### src/rtl/nasti_bram_ctrl.sv
// nasti_bram_ctrl
// ---------------
// Bridges a NASTI (AXI4-style) slave port onto a single 64-bit-wide block
// RAM.  Only one transaction is handled at a time.  Writes go straight to
// the RAM as each W beat is accepted.  Reads take three cycles per beat:
// address, RAM latency, then hold the beat until the master takes it.
//
// Ports
//   clk, rst              : single clock, synchronous active-high reset
//   aw_* / w_* / b_*      : write address, write data and write response channels
//   ar_* / r_*            : read address and read data channels
//   ram_en, ram_we        : RAM enable and per-byte write enables
//   ram_addr              : RAM byte address, always 8-byte aligned
//   ram_wrdata            : RAM write data
//   ram_rddata            : RAM read data, valid one cycle after a read enable
module nasti_bram_ctrl #(
  parameter int ID_WIDTH   = 4,
  parameter int ADDR_WIDTH = 32,
  parameter int RAM_AW     = 16
) (
  input  logic                  clk,
  input  logic                  rst,
  // write address channel
  input  logic                  aw_valid,
  output logic                  aw_ready,
  input  logic [ID_WIDTH-1:0]   aw_id,
  input  logic [ADDR_WIDTH-1:0] aw_addr,
  input  logic [7:0]            aw_len,
  input  logic [1:0]            aw_burst,
  // write data channel
  input  logic                  w_valid,
  output logic                  w_ready,
  input  logic [63:0]           w_data,
  input  logic [7:0]            w_strb,
  input  logic                  w_last,
  // write response channel
  output logic                  b_valid,
  input  logic                  b_ready,
  output logic [ID_WIDTH-1:0]   b_id,
  output logic [1:0]            b_resp,
  // read address channel
  input  logic                  ar_valid,
  output logic                  ar_ready,
  input  logic [ID_WIDTH-1:0]   ar_id,
  input  logic [ADDR_WIDTH-1:0] ar_addr,
  input  logic [7:0]            ar_len,
  input  logic [1:0]            ar_burst,
  // read data channel
  output logic                  r_valid,
  input  logic                  r_ready,
  output logic [ID_WIDTH-1:0]   r_id,
  output logic [63:0]           r_data,
  output logic [1:0]            r_resp,
  output logic                  r_last,
  // block RAM port
  output logic                  ram_en,
  output logic [7:0]            ram_we,
  output logic [RAM_AW-1:0]     ram_addr,
  output logic [63:0]           ram_wrdata,
  input  logic [63:0]           ram_rddata
);

  localparam int IDX_W = RAM_AW - 3;

  localparam logic [1:0] RESP_OKAY   = 2'b00;
  localparam logic [1:0] RESP_SLVERR = 2'b10;
  localparam logic [1:0] BURST_INCR  = 2'b01;

  typedef enum logic [2:0] {
    IDLE,
    WR,
    WRESP,
    RD_ADDR,
    RD_WAIT,
    RD_SEND
  } state_t;

  state_t              state_q, state_d;
  logic                prio_wr_q, prio_wr_d;
  logic [ID_WIDTH-1:0] id_q, id_d;
  logic [IDX_W-1:0]    idx_q, idx_d;
  logic [7:0]          len_q, len_d;
  logic [1:0]          burst_q, burst_d;
  logic [7:0]          beat_q, beat_d;
  logic                err_q, err_d;
  logic [63:0]         r_data_q, r_data_d;

  logic                grant_wr;
  logic                grant_rd;
  logic                bad_burst;
  logic                last_beat;
  logic [IDX_W-1:0]    idx_next;

  // The byte offset and anything above the RAM window play no part in
  // addressing; folding them here keeps them visibly consumed.
  logic unused_addr_bits;
  assign unused_addr_bits = ^{aw_addr[ADDR_WIDTH-1:RAM_AW], aw_addr[2:0],
                              ar_addr[ADDR_WIDTH-1:RAM_AW], ar_addr[2:0]};

  assign r_data = r_data_q;

  // Burst types 2'b10/2'b11 are unsupported: the beats still flow but the
  // RAM is never written and reads return zero.  FIXED holds the index.
  assign bad_burst = burst_q[1];
  assign last_beat = (beat_q == len_q);
  assign idx_next  = (burst_q == BURST_INCR) ? idx_q + IDX_W'(1) : idx_q;

  // Next-state and output logic for the single-transaction FSM.
  always_comb begin
    state_d    = state_q;
    prio_wr_d  = prio_wr_q;
    id_d       = id_q;
    idx_d      = idx_q;
    len_d      = len_q;
    burst_d    = burst_q;
    beat_d     = beat_q;
    err_d      = err_q;
    r_data_d   = r_data_q;

    grant_wr   = 1'b0;
    grant_rd   = 1'b0;
    aw_ready   = 1'b0;
    ar_ready   = 1'b0;
    w_ready    = 1'b0;
    b_valid    = 1'b0;
    b_id       = id_q;
    b_resp     = err_q ? RESP_SLVERR : RESP_OKAY;
    r_valid    = 1'b0;
    r_id       = id_q;
    r_resp     = err_q ? RESP_SLVERR : RESP_OKAY;
    r_last     = 1'b0;
    ram_en     = 1'b0;
    ram_we     = 8'h00;
    ram_addr   = {idx_q, 3'b000};
    ram_wrdata = w_data;

    case (state_q)
      IDLE: begin
        // A lone request is always granted; a contested one goes to the
        // channel holding priority, which then passes to the other side.
        grant_wr = aw_valid && (!ar_valid || prio_wr_q);
        grant_rd = ar_valid && !grant_wr;
        aw_ready = grant_wr;
        ar_ready = grant_rd;
        if (grant_wr) begin
          id_d      = aw_id;
          idx_d     = aw_addr[RAM_AW-1:3];
          len_d     = aw_len;
          burst_d   = aw_burst;
          beat_d    = 8'd0;
          // error flag starts cleared, except that a bad burst type is
          // already known to be an error
          err_d     = aw_burst[1];
          prio_wr_d = 1'b0;
          state_d   = WR;
        end else if (grant_rd) begin
          id_d      = ar_id;
          idx_d     = ar_addr[RAM_AW-1:3];
          len_d     = ar_len;
          burst_d   = ar_burst;
          beat_d    = 8'd0;
          err_d     = ar_burst[1];
          prio_wr_d = 1'b1;
          state_d   = RD_ADDR;
        end
      end

      WR: begin
        w_ready = 1'b1;
        if (w_valid) begin
          ram_en = 1'b1;
          ram_we = bad_burst ? 8'h00 : w_strb;
          // a misplaced w_last is flagged but never shortens or extends
          // the burst; len alone decides when it ends
          if (w_last != last_beat) begin
            err_d = 1'b1;
          end
          if (last_beat) begin
            state_d = WRESP;
          end else begin
            beat_d = beat_q + 8'd1;
            idx_d  = idx_next;
          end
        end
      end

      WRESP: begin
        b_valid = 1'b1;
        if (b_ready) begin
          state_d = IDLE;
        end
      end

      RD_ADDR: begin
        ram_en  = 1'b1;
        state_d = RD_WAIT;
      end

      RD_WAIT: begin
        r_data_d = bad_burst ? 64'd0 : ram_rddata;
        state_d  = RD_SEND;
      end

      RD_SEND: begin
        r_valid = 1'b1;
        r_last  = last_beat;
        if (r_ready) begin
          if (last_beat) begin
            state_d = IDLE;
          end else begin
            beat_d  = beat_q + 8'd1;
            idx_d   = idx_next;
            state_d = RD_ADDR;
          end
        end
      end

      default: begin
        state_d = IDLE;
      end
    endcase
  end

  // State register; reset abandons any transaction in flight.
  always_ff @(posedge clk) begin
    if (rst) begin
      state_q   <= IDLE;
      prio_wr_q <= 1'b1;
      id_q      <= '0;
      idx_q     <= '0;
      len_q     <= 8'd0;
      burst_q   <= 2'b00;
      beat_q    <= 8'd0;
      err_q     <= 1'b0;
      r_data_q  <= 64'd0;
    end else begin
      state_q   <= state_d;
      prio_wr_q <= prio_wr_d;
      id_q      <= id_d;
      idx_q     <= idx_d;
      len_q     <= len_d;
      burst_q   <= burst_d;
      beat_q    <= beat_d;
      err_q     <= err_d;
      r_data_q  <= r_data_d;
    end
  end

endmodule

### config.mk
export PLATFORM = sky130hd
export DESIGN_NAME = nasti_bram_ctrl
export DESIGN_NICKNAME = d
export VERILOG_FILES = /design/src/rtl/nasti_bram_ctrl.sv
export SDC_FILE = /design/constraint.sdc
export NUM_CORES = 1
export LEC_CHECK = 0
export BUFFER_PORTS_ARGS = -buffer_cell sky130_fd_sc_hd__buf_2
export CORE_ASPECT_RATIO = 0.5
export CORE_UTILIZATION = 25
export CTS_CLUSTER_DIAMETER = 60
export CTS_CLUSTER_SIZE = 12
export DETAILED_ROUTE_END_ITERATION = 10
export GPL_TIMING_DRIVEN = 0
export SETUP_SLACK_MARGIN = 0.4
export SLEW_MARGIN = 15
export SYNTH_ARGS = -nofsm -noshare
export SYNTH_HDL_FRONTEND = slang
export SYNTH_SLANG_ARGS = --single-unit
### constraint.sdc
create_clock -name clk -period 1.88 [get_ports clk]
set_input_delay 0 -clock clk [delete_from_list [all_inputs] [get_ports clk]]
set_output_delay 0 -clock clk [all_outputs]
set_load 0.02 [all_outputs]
==> results of run 1 <==
stage by stage:
stage                     std cells  util, %
after global placement         1271     34.9
after global routing           1425     49.7
final                          1425     49.7
after detailed placement       1271     34.9
after CTS                      1408     45.1
after floorplan                 673        -
sequential cells by signal, summed over array words and instances, names as in the netlist:
name       cells
burst_q        2
b_id           4
len_q          8
state_q        3
r_data        64
idx_q         13
err_q          1
beat_q         8
prio_wr_q      1
where the power goes:
part | switching (mW) | internal [mW]
clock | 0.954 | 0.956
sequential | 0.224 | 2.40
combinational | 1.83 | 1.92
cell families (layout without fill, tap and decap cells):
| group | after synthesis | after routing | share of synthesized area, % |
|---|---|---|---|
| compound gates | 149 | 149 | 17.4 |
| xor+xnor | 11 | 11 | 1.72 |
| fa+ha+maj | 2 | 2 | 0.446 |
| buf+inv | 134 | 586 | 14.4 |
| flops | 104 | 104 | 37.1 |
| mux | 32 | 32 | 5.89 |
| other cells | 1 | 5 | 0.0669 |
| simple gates | 236 | 236 | 22.9 |
layer usage:
layer	vias to the layer above	wire (um)	GRT usage, %
met5	-	0	0
met4	0	612	5.82
met3	46	1220	4.43
met2	236	12300	33.8
met1	3259	9490	22.6
li1	3179	-	-
final cells by class:
type	count	area share, %
Timing Repair Buffer	436	28.0
Sequential cell	104	19.5
Clock inverter	6	0.461
Tap cell	300	3.46
Clock buffer	10	2.20
Multi-Input combinational cell	435	36.0
Buffer	124	10.1
Inverter	10	0.346
how the worst max path moves through the flow:
stage | slack, ns | from | cells past startpoint | endpoint
2_1_floorplan | 0.29 | beat_q[4] | 7 | idx_q[10]
3_3_place_gp | -0.02 | state_q[2] | 6 | idx_q[4]
3_5_place_dp | -0.11 | state_q[1] | 6 | r_data[9]
4_1_cts | 0.11 | state_q[0] | 6 | ram_we[6]
5_1_grt | 0.008 | beat_q[4] | 9 | beat_q[1]
6_report | 0.06 | beat_q[4] | 8 | idx_q[7]
what timing repair did:
item                                   in CTS  in global routing
pin swaps                                  38                 83
buffers inserted                           37                 15
setup endpoints to repair                 117                117
endpoints found under the hold margin      69                  0
cloned                                     11                  2
gates resized for setup                   174                235
hold buffers                               73                  0
worst min-delay path, delay by kind of cell:
| family | cells | cell delay (ns) |
|---|---|---|
| muxes | 1 | 0.15 |
| buffers and inverters | 1 | 0.09 |
| AOI/OAI and AO/OA | 1 | 0.09 |
placed cells by master (no fill, tap or decap), types with 5 or more instances in the layout:
| master | Yosys | layout |
|---|---|---|
| buf_2 | 8 | 286 |
| buf_4 | 75 | 115 |
| dfxtp_1 | 104 | 85 |
| dlygate4sd3_1 | 0 | 73 |
| nand3b_1 | 64 | 64 |
| a21oi_2 | 0 | 64 |
| nand2_4 | 0 | 62 |
| buf_6 | 2 | 28 |
| a21oi_1 | 91 | 25 |
| mux2i_1 | 24 | 23 |
| nand2_1 | 85 | 22 |
| clkbuf_16 | 0 | 22 |
| nor2_1 | 33 | 21 |
| clkbuf_1 | 39 | 14 |
| dfxtp_2 | 0 | 14 |
| a211oi_2 | 0 | 12 |
| inv_1 | 10 | 10 |
| nor2_4 | 0 | 10 |
| buf_12 | 0 | 10 |
| clkbuf_4 | 0 | 9 |
| o32ai_2 | 7 | 9 |
| mux2_2 | 8 | 8 |
| and2_1 | 9 | 7 |
| xnor2_2 | 0 | 7 |
| buf_8 | 0 | 6 |
| clkbuf_2 | 0 | 5 |
| conb_1 | 1 | 5 |
| dfxtp_4 | 0 | 5 |
==> flow_metrics.py, run 1 <==
metrics = {
    "route": {
        "via_per_inst": 4.72,
        "drc_errors": 0,
        "drt-initial-drc-count": 366,
        "first_pass_iters": 5,
        "wl_per_cell_um": 16.6,
        "routed-via-count": 6720,
        "ant_nets": 0,
        "routed_wl_mm": 23.6,
    },
    "placement": {
        "dpl_cell_area_mm2": 0.00762,
        "gp_congestion": 0.872,
        "dp_hpwl_mm": 14.6,
        "io_buffers": 298,
        "dpl_worst_slack_ns": -0.113,
    },
    "cts": {
        "cts_buffers": 9,
        "cts_tree": "built",
        "clock_path_buffers": 2,
        "cts.sinks": 104,
        "cts_root_buf": "clkbuf_16",
        "h-tree-depth": 3,
        "clkSlewWorstSetupHoldPaths_ns": 0.08,
        "clock_latency_ns": 0.37,
    },
    "outcome": {
        "outcome": "finished clean",
    },
    "sta": {
        "fin_tns_setup_ns": 0,
        "skew_ns": 0.00632,
        "max_freq_mhz": 549,
        "hold_viol": 0,
        "setup_viol": 0,
        "fin_crit_sh_pct": 96.9,
        "rsz0062_at_grt": "true",
        "relSlewSlack_pct": 42.1,
        "slew_viol_final": 0,
        "worst_pin_slew_ns": 0.868,
        "layout_min_cycle_time_ns": 1.82,
        "whs_ns": 0.0199,
        "worst_slack_ns": 0.0576,
    },
    "setup_path": {
        "regToRegSetupSlack_ns": 0.06,
        "critical_path_arrival_ns": 2.10,
        "reg2reg_depth": 8,
        "slowest_stage": "dfxtp_4",
        "required_ns": 2.16,
        "crit_fanout": 5,
        "critPathKind": "reg -> reg",
        "r2r_end": "idx_q[7]",
        "r2r_start": "beat_q[4]",
        "cp-end-kind": "register",
        "cp_top_family": "simple AND/OR/NAND/NOR gates",
        "cp_cell_sequence": "xnor2_4 > buf_4 > and4_4 > and3_4 > buf_6 > or2_4 > buf_12 > o32ai_2",
        "critical_path.startpoint_type": "register",
        "critPathBufInv": 3,
        "slowest_delay_ns": 0.37,
    },
    "logic_synthesis": {
        "syn_area_per_cell_um2": 8.38,
        "async_flop_share_pct": 0,
        "ys_seq_area_share_pct": 37.1,
        "synth_warnings": 0,
        "synth_edf_count": 0,
        "synth_area_leader_cell": "dfxtp_1",
        "synth_area_mm2": 0.00561,
        "synth_top_area_share_pct": 37.1,
        "syn_inst": 669,
        "synthTopCellsByArea": "dfxtp_1 37%, buf_4 10%, nand3b_1 8.6%",
        "ys.flop_type": "dfxtp_1",
        "yosysMostFrequentCell": "dfxtp_1",
        "ys_seq_elements": 104,
        "synthTopCellsByCount": "104 x dfxtp_1, 91 x a21oi_1, 85 x nand2_1",
        "synth_cell_type_count": 55,
    },
    "power": {
        "p_total_mw": 8.28,
        "ir_worst_vdd_mv": 0.463,
        "leakage_nw": 4.68,
        "powerDensity_mw_per_mm2": 763,
    },
    "cells_and_area": {
        "syn2layout_area_growth_pct": 93.5,
        "finalInstanceArea_mm2": 0.0109,
        "regArea_mm2": 0.00212,
        "drive_above_1_share_pct": 63.8,
        "fill_cells": 1961,
        "antennaDiodeCount": 0,
        "multi_input_area_mm2": 0.00390,
        "nNetsFinal": 1358,
    },
    "global_routing": {
        "antenna_found_initial": 0,
        "track_usage_pct": 18.9,
        "grt_max_degree": 19,
        "overflow": 0,
        "grt_pass1_wl_mm": 33.5,
        "grt_pass1_vias": 6368,
    },
    "hold_path": {
        "min-delay-start": "aw_id[0]",
        "whs_endpoint": "b_id[0]",
        "holdCritPathClass": "in -> reg",
        "hold-path-cell-count": 3,
    },
    "job": {
        "maxCapViolCount": 0,
    },
    "die": {
        "num_rows": 38,
        "ios": 407,
        "die-height_um": 108,
        "die_area_mm2": 0.0231,
        "die_x_um": 214,
        "start_util_pct": 25.7,
        "coreArea_mm2": 0.0218,
    },
}
Power figures use the tool's default switching activity.
==> inputs of run 2 (changes only) <==
--- a/config.mk
+++ b/config.mk
@@ -12,6 +12,7 @@
 export CTS_CLUSTER_SIZE = 12
 export DETAILED_ROUTE_END_ITERATION = 10
 export GPL_TIMING_DRIVEN = 0
+export RECOVER_POWER = 100
 export SETUP_SLACK_MARGIN = 0.4
 export SLEW_MARGIN = 15
 export SYNTH_ARGS = -nofsm -noshare
==> constraint.sdc (replaced) <==
create_clock -name clk -period 2.2 [get_ports clk]
set_input_delay 0 -clock clk [delete_from_list [all_inputs] [get_ports clk]]
set_output_delay 0 -clock clk [all_outputs]
set_load 0.02 [all_outputs]
==> run 2 against run 1 <==
Compared with the run above:
- core utilization decreased by 10 points
- clock-buffer cell count unchanged
- maximum frequency decreased by 6.9%
- flip-flop and latch count unchanged
- worst setup slack improved by 0.19 ns
==> flow_metrics.py, run 2 (synthesized netlist as in run 1, its figures left out) <==
metrics = {
    "cells_and_area": {
        "largest_reg_flops": 64,
        "layout_common_cells": "179 x clkbuf_1, 139 x buf_2, 98 x buf_4",
        "instances_no_fill": 1374,
        "antennaDiodeCount": 0,
        "syn2layout_area_growth_pct": 54.1,
        "drive_above_1_share_pct": 29.4,
        "final_common_cell": "clkbuf_1",
        "finalInstanceArea_mm2": 0.00864,
        "nNetsFinal": 1307,
        "final_util_pct": 39.6,
    },
    "setup_path": {
        "crit_fanout": 10,
        "critical_path.startpoint_type": "register",
        "cp-end-kind": "register",
        "critPathKind": "reg -> reg",
        "cp_common_cell": "buf_4",
        "slowest_delay_ns": 0.39,
        "slowest_stage": "clkbuf_1",
        "cp_cell_sequence": "buf_6 > buf_4 > nor4_4 > buf_4 > clkbuf_1 > clkbuf_8 > a211oi_1",
        "required_ns": 2.43,
        "critical_path_arrival_ns": 2.18,
    },
    "global_routing": {
        "antenna_found_initial": 0,
        "grt_pass1_wl_mm": 29.6,
        "overflow": 0,
        "grt_max_degree": 19,
        "grt_pass1_vias": 5825,
        "track_usage_pct": 16.5,
    },
    "route": {
        "via_per_inst": 4.55,
        "first_pass_iters": 5,
        "ant_nets": 0,
        "wl_per_cell_um": 14.7,
        "drc_errors": 0,
        "routed_wl_mm": 20.2,
        "drt-initial-drc-count": 286,
        "routed-via-count": 6250,
    },
    "cts": {
        "clock_latency_ns": 0.36,
        "cts_root_buf": "clkbuf_16",
        "clock_path_buffers": 2,
        "cts.sinks": 104,
        "cts_buffers": 9,
        "clkSlewWorstSetupHoldPaths_ns": 0.08,
        "cts_tree": "built",
        "h-tree-depth": 3,
    },
    "placement": {
        "dpl_cell_area_mm2": 0.00750,
        "place_inst": 1271,
        "dp_hpwl_mm": 14.6,
        "gp_congestion": 0.909,
        "io_buffers": 298,
        "dpl_worst_slack_ns": -0.133,
    },
    "power": {
        "powerDensity_mw_per_mm2": 683,
        "p_total_mw": 5.90,
        "leakage_nw": 3.42,
        "ir_worst_vdd_mv": 0.363,
    },
    "sta": {
        "slew_viol_final": 0,
        "rsz0062_at_grt": "true",
        "setup_viol": 0,
        "whs_ns": 0.00632,
        "relSlewSlack_pct": 44.3,
        "fin_crit_sh_pct": 89.0,
        "layout_min_cycle_time_ns": 1.96,
        "max_freq_mhz": 511,
        "hold_viol": 0,
        "worst_slack_ns": 0.243,
        "fin_tns_setup_ns": 0,
        "worst_pin_slew_ns": 0.835,
        "skew_ns": 0.00837,
    },
    "die": {
        "die_x_um": 214,
        "start_util_pct": 25.7,
        "ios": 407,
        "coreArea_mm2": 0.0218,
        "num_rows": 38,
        "die-height_um": 108,
        "die_area_mm2": 0.0231,
    },
    "outcome": {
        "outcome": "finished clean",
    },
    "job": {
        "maxCapViolCount": 0,
    },
    "hold_path": {
        "holdCritPathClass": "in -> reg",
    },
}
[run 2: cell count changes in the layout (fill, tap and decap cells not counted), moves of 13 or more]
cell / before / now
clkbuf_1: 14 / 179
buf_2: 286 / 139
a21oi_1: 25 / 90
a21oi_2: 64 / 1
nand2_1: 22 / 85
nand2_4: 62 / 0
buf_6: 28 / 2
buf_4: 115 / 98
clkbuf_16: 22 / 9
[run 2: routing by layer]
metal	vias to the layer above	wire [um]	global-route usage, %
li1	3070	-	-
met1	2938	8400	19.3
met2	209	10200	28.9
met3	33	1110	4.05
met4	0	480	6.68
met5	-	0	0
[run 2: power by group]
part           internal [mW]  switching [mW]
logic                  0.934            1.19
registers               2.04           0.156
clock network          0.784           0.789
total                   3.76            2.14
[run 2: worst max-delay path: cells and delay by family (launching register included)]
family / cells / cell delay, ns
simple gates: 1 / 0.31
flops: 1 / 0.31
compound gates: 1 / 0.08
buf+inv: 5 / 1.12
[run 2: path summary, 6_finish.rpt]
check | start | to | slack [ns] | depth (start not counted)
worst max-delay path | state_q[0] | len_q[2] | 0.24 | 7
worst min-delay path | aw_id[1] | b_id[1] | 0.006 | 3
worst max register to register | state_q[0] | len_q[2] | 0.24 | 7
worst min register to register | r_data[7] | r_data[7] | 0.45 | 2
[run 2: layout make-up]
class	count	area, um^2
Fill cell	2297	13200
Buffer	124	843
Multi-Input combinational cell	435	2860
Sequential cell	104	2090
Inverter	10	37.5
Clock buffer	10	229
Tap cell	300	375
Timing Repair Buffer	385	2160
Clock inverter	6	50.0
[run 2: timing repair]
action | CTS | global route
endpoints found under the setup margin | 110 | 97
cloned | 0 | 0
setup buffers | 4 | 8
pin swaps | 2 | 8
hold endpoints to repair | 71 | 0
hold buffers | 75 | 0
resized for setup | 53 | 43
==> inputs of run 3 (changes only) <==
--- a/config.mk
+++ b/config.mk
@@ -6,7 +6,7 @@
 export NUM_CORES = 1
 export LEC_CHECK = 0
 export BUFFER_PORTS_ARGS = -buffer_cell sky130_fd_sc_hd__buf_2
-export CORE_ASPECT_RATIO = 0.5
+export CORE_ASPECT_RATIO = 0.6
 export CORE_UTILIZATION = 25
 export CTS_CLUSTER_DIAMETER = 60
 export CTS_CLUSTER_SIZE = 12
==> run 3 against run 2 <==
Compared with the run above:
- via count up 0.85%
- total power up 4.7%
- worst setup slack worse by 0.016 ns
- sequential power about the same
- clock skew down 0.0013 ns
- maximum frequency down 0.80%
- die area about the same
- core utilization down 0.29 points
- highest routed layer unchanged
- flip-flop and latch count unchanged
- critical endpoint is now idx_q[8]
- hold slack better by 0.017 ns
==> flow_metrics.py, run 3 (synthesized netlist as in run 1, its figures left out) <==
metrics = {
    "die": {
        "ios": 407,
        "die-height_um": 118,
        "start_util_pct": 25.5,
        "coreArea_mm2": 0.0220,
        "die_area_mm2": 0.0231,
        "num_rows": 42,
        "die_x_um": 195,
    },
    "setup_path": {
        "cp-end-kind": "register",
        "critical_path_arrival_ns": 2.18,
        "critical_path.startpoint_type": "register",
        "required_ns": 2.41,
        "critPathKind": "reg -> reg",
        "crit_start": "prio_wr_q",
        "crit_fanout": 10,
        "r2r_start": "prio_wr_q",
        "regToRegSetupSlack_ns": 0.23,
    },
    "cells_and_area": {
        "final_common_cell": "clkbuf_1",
        "syn2layout_area_growth_pct": 54.3,
        "nNetsFinal": 1304,
        "final_util_pct": 39.3,
        "drive_above_1_share_pct": 30.2,
        "largest_reg_flops": 64,
        "layout_common_cells": "175 x clkbuf_1, 142 x buf_2, 99 x dfxtp_1",
    },
    "sta": {
        "setup_viol": 0,
        "layout_min_cycle_time_ns": 1.97,
        "relSlewSlack_pct": 39.3,
        "slew_viol_final": 0,
        "worst_pin_slew_ns": 0.910,
        "fin_crit_sh_pct": 89.7,
        "max_freq_mhz": 507,
        "rsz0062_at_grt": "true",
        "fin_tns_setup_ns": 0,
        "hold_viol": 0,
        "skew_ns": 0.00705,
    },
    "cts": {
        "cts.sinks": 104,
        "clkSlewWorstSetupHoldPaths_ns": 0.07,
        "h-tree-depth": 3,
        "cts_buffers": 9,
        "cts_tree": "built",
        "cts_root_buf": "clkbuf_16",
        "clock_path_buffers": 2,
        "clock_latency_ns": 0.35,
    },
    "route": {
        "wl_per_cell_um": 15.7,
        "first_pass_iters": 7,
        "routed-via-count": 6303,
        "drc_errors": 0,
        "routed_wl_mm": 21.3,
        "drt-initial-drc-count": 413,
        "via_per_inst": 4.64,
        "ant_nets": 0,
    },
    "global_routing": {
        "track_usage_pct": 17.6,
        "antenna_found_initial": 1,
        "grt_pass1_vias": 5838,
        "gr-usage-met2_pct": 26.2,
        "busiest_layer": "met2",
        "overflow": 0,
        "grt_pass1_wl_mm": 31.8,
        "met3_usage_pct": 4.33,
        "grt_max_degree": 18,
        "grt_use_met1_pct": 25.4,
    },
    "placement": {
        "dp_hpwl_mm": 15.7,
        "io_buffers": 298,
        "gp_congestion": 0.876,
    },
    "hold_path": {
        "min-delay-start": "ar_id[2]",
        "holdCritPathClass": "in -> reg",
    },
    "power": {
        "powerDensity_mw_per_mm2": 713,
        "ir_worst_vdd_mv": 0.373,
        "leakage_nw": 3.47,
    },
    "job": {
        "maxCapViolCount": 0,
    },
    "outcome": {
        "outcome": "finished clean",
    },
}
## run 3: cell types whose count changed in the layout (fill, tap and decap cells not counted), moves of 4 or more
cell           previous run  this run
and2_0                    4         0
and2_1                    5         9
buf_4                    98        90
buf_6                     2         7
clkbuf_1                179       175
clkbuf_4                  4        11
dlygate4sd3_1            75        67
## run 3: metrics by stage
step / power [mW] / instance area [um^2] / hold WS [ns] / instances / setup slack [ns]
floorplan: 3.52 / 5630 / 0.113 / 673 / 0.490
global placement: 4.18 / 7480 / 0.217 / 1257 / -0.101
detailed placement: 4.20 / 7480 / 0.217 / 1257 / -0.169
CTS: 6.13 / 8690 / 0.000238 / 1351 / 0.401
global route: 6.48 / 8660 / 0.0149 / 1358 / 0.154
finish: 6.18 / 8660 / 0.0235 / 1358 / 0.227
## run 3: final cells by class
| type | count | area [um^2] |
|---|---|---|
| antenna | 1 | 2.50 |
| buffer | 124 | 860 |
| clock buffer | 9 | 225 |
| clock inverter | 7 | 70.1 |
| fill | 2321 | 13400 |
| inverter | 10 | 37.5 |
| multi-input combinational | 435 | 2870 |
| sequential | 104 | 2090 |
| tap | 286 | 358 |
| timing repair buffer | 382 | 2140 |
## run 3: worst max-delay path: stages, from the launching register on
cell	delay, ns
dfxtp_1	0.31
o21ai_0	0.40
clkbuf_4	0.35
mux2_2	0.35
a22oi_1	0.28
o32ai_4	0.13
## run 3: path summary, 6_finish.rpt
| path | endpoint | cells after the start |
|---|---|---|
| hold reg to reg | r_data[7] | 2 |
| hold / removal | b_id[2] | 3 |
| setup / recovery | idx_q[8] | 5 |
| setup reg to reg | idx_q[8] | 5 |
## run 3: timing repair
action,in CTS,in global routing
gates cloned,1,1
setup buffers,10,5
resized for setup,62,42
hold buffers,67,0
endpoints found under the setup margin,112,98
pin swaps,7,18
hold endpoints to repair,67,0
## run 3: metal layers
metal  vias to the layer above  routed length [um]  part of all wire (%)
li1                       3054                   -                     -
met1                      2989               10200                    48
met2                       247                9410                    44
met3                        13                1530                   7.2
met4                         0                 153                  0.72
met5                         -                   0                     0
## run 3: power by group
part / internal [mW] / switching (mW)
clock network: 0.886 / 0.771
registers: 2.04 / 0.165
logic: 1.02 / 1.29
total: 3.95 / 2.23
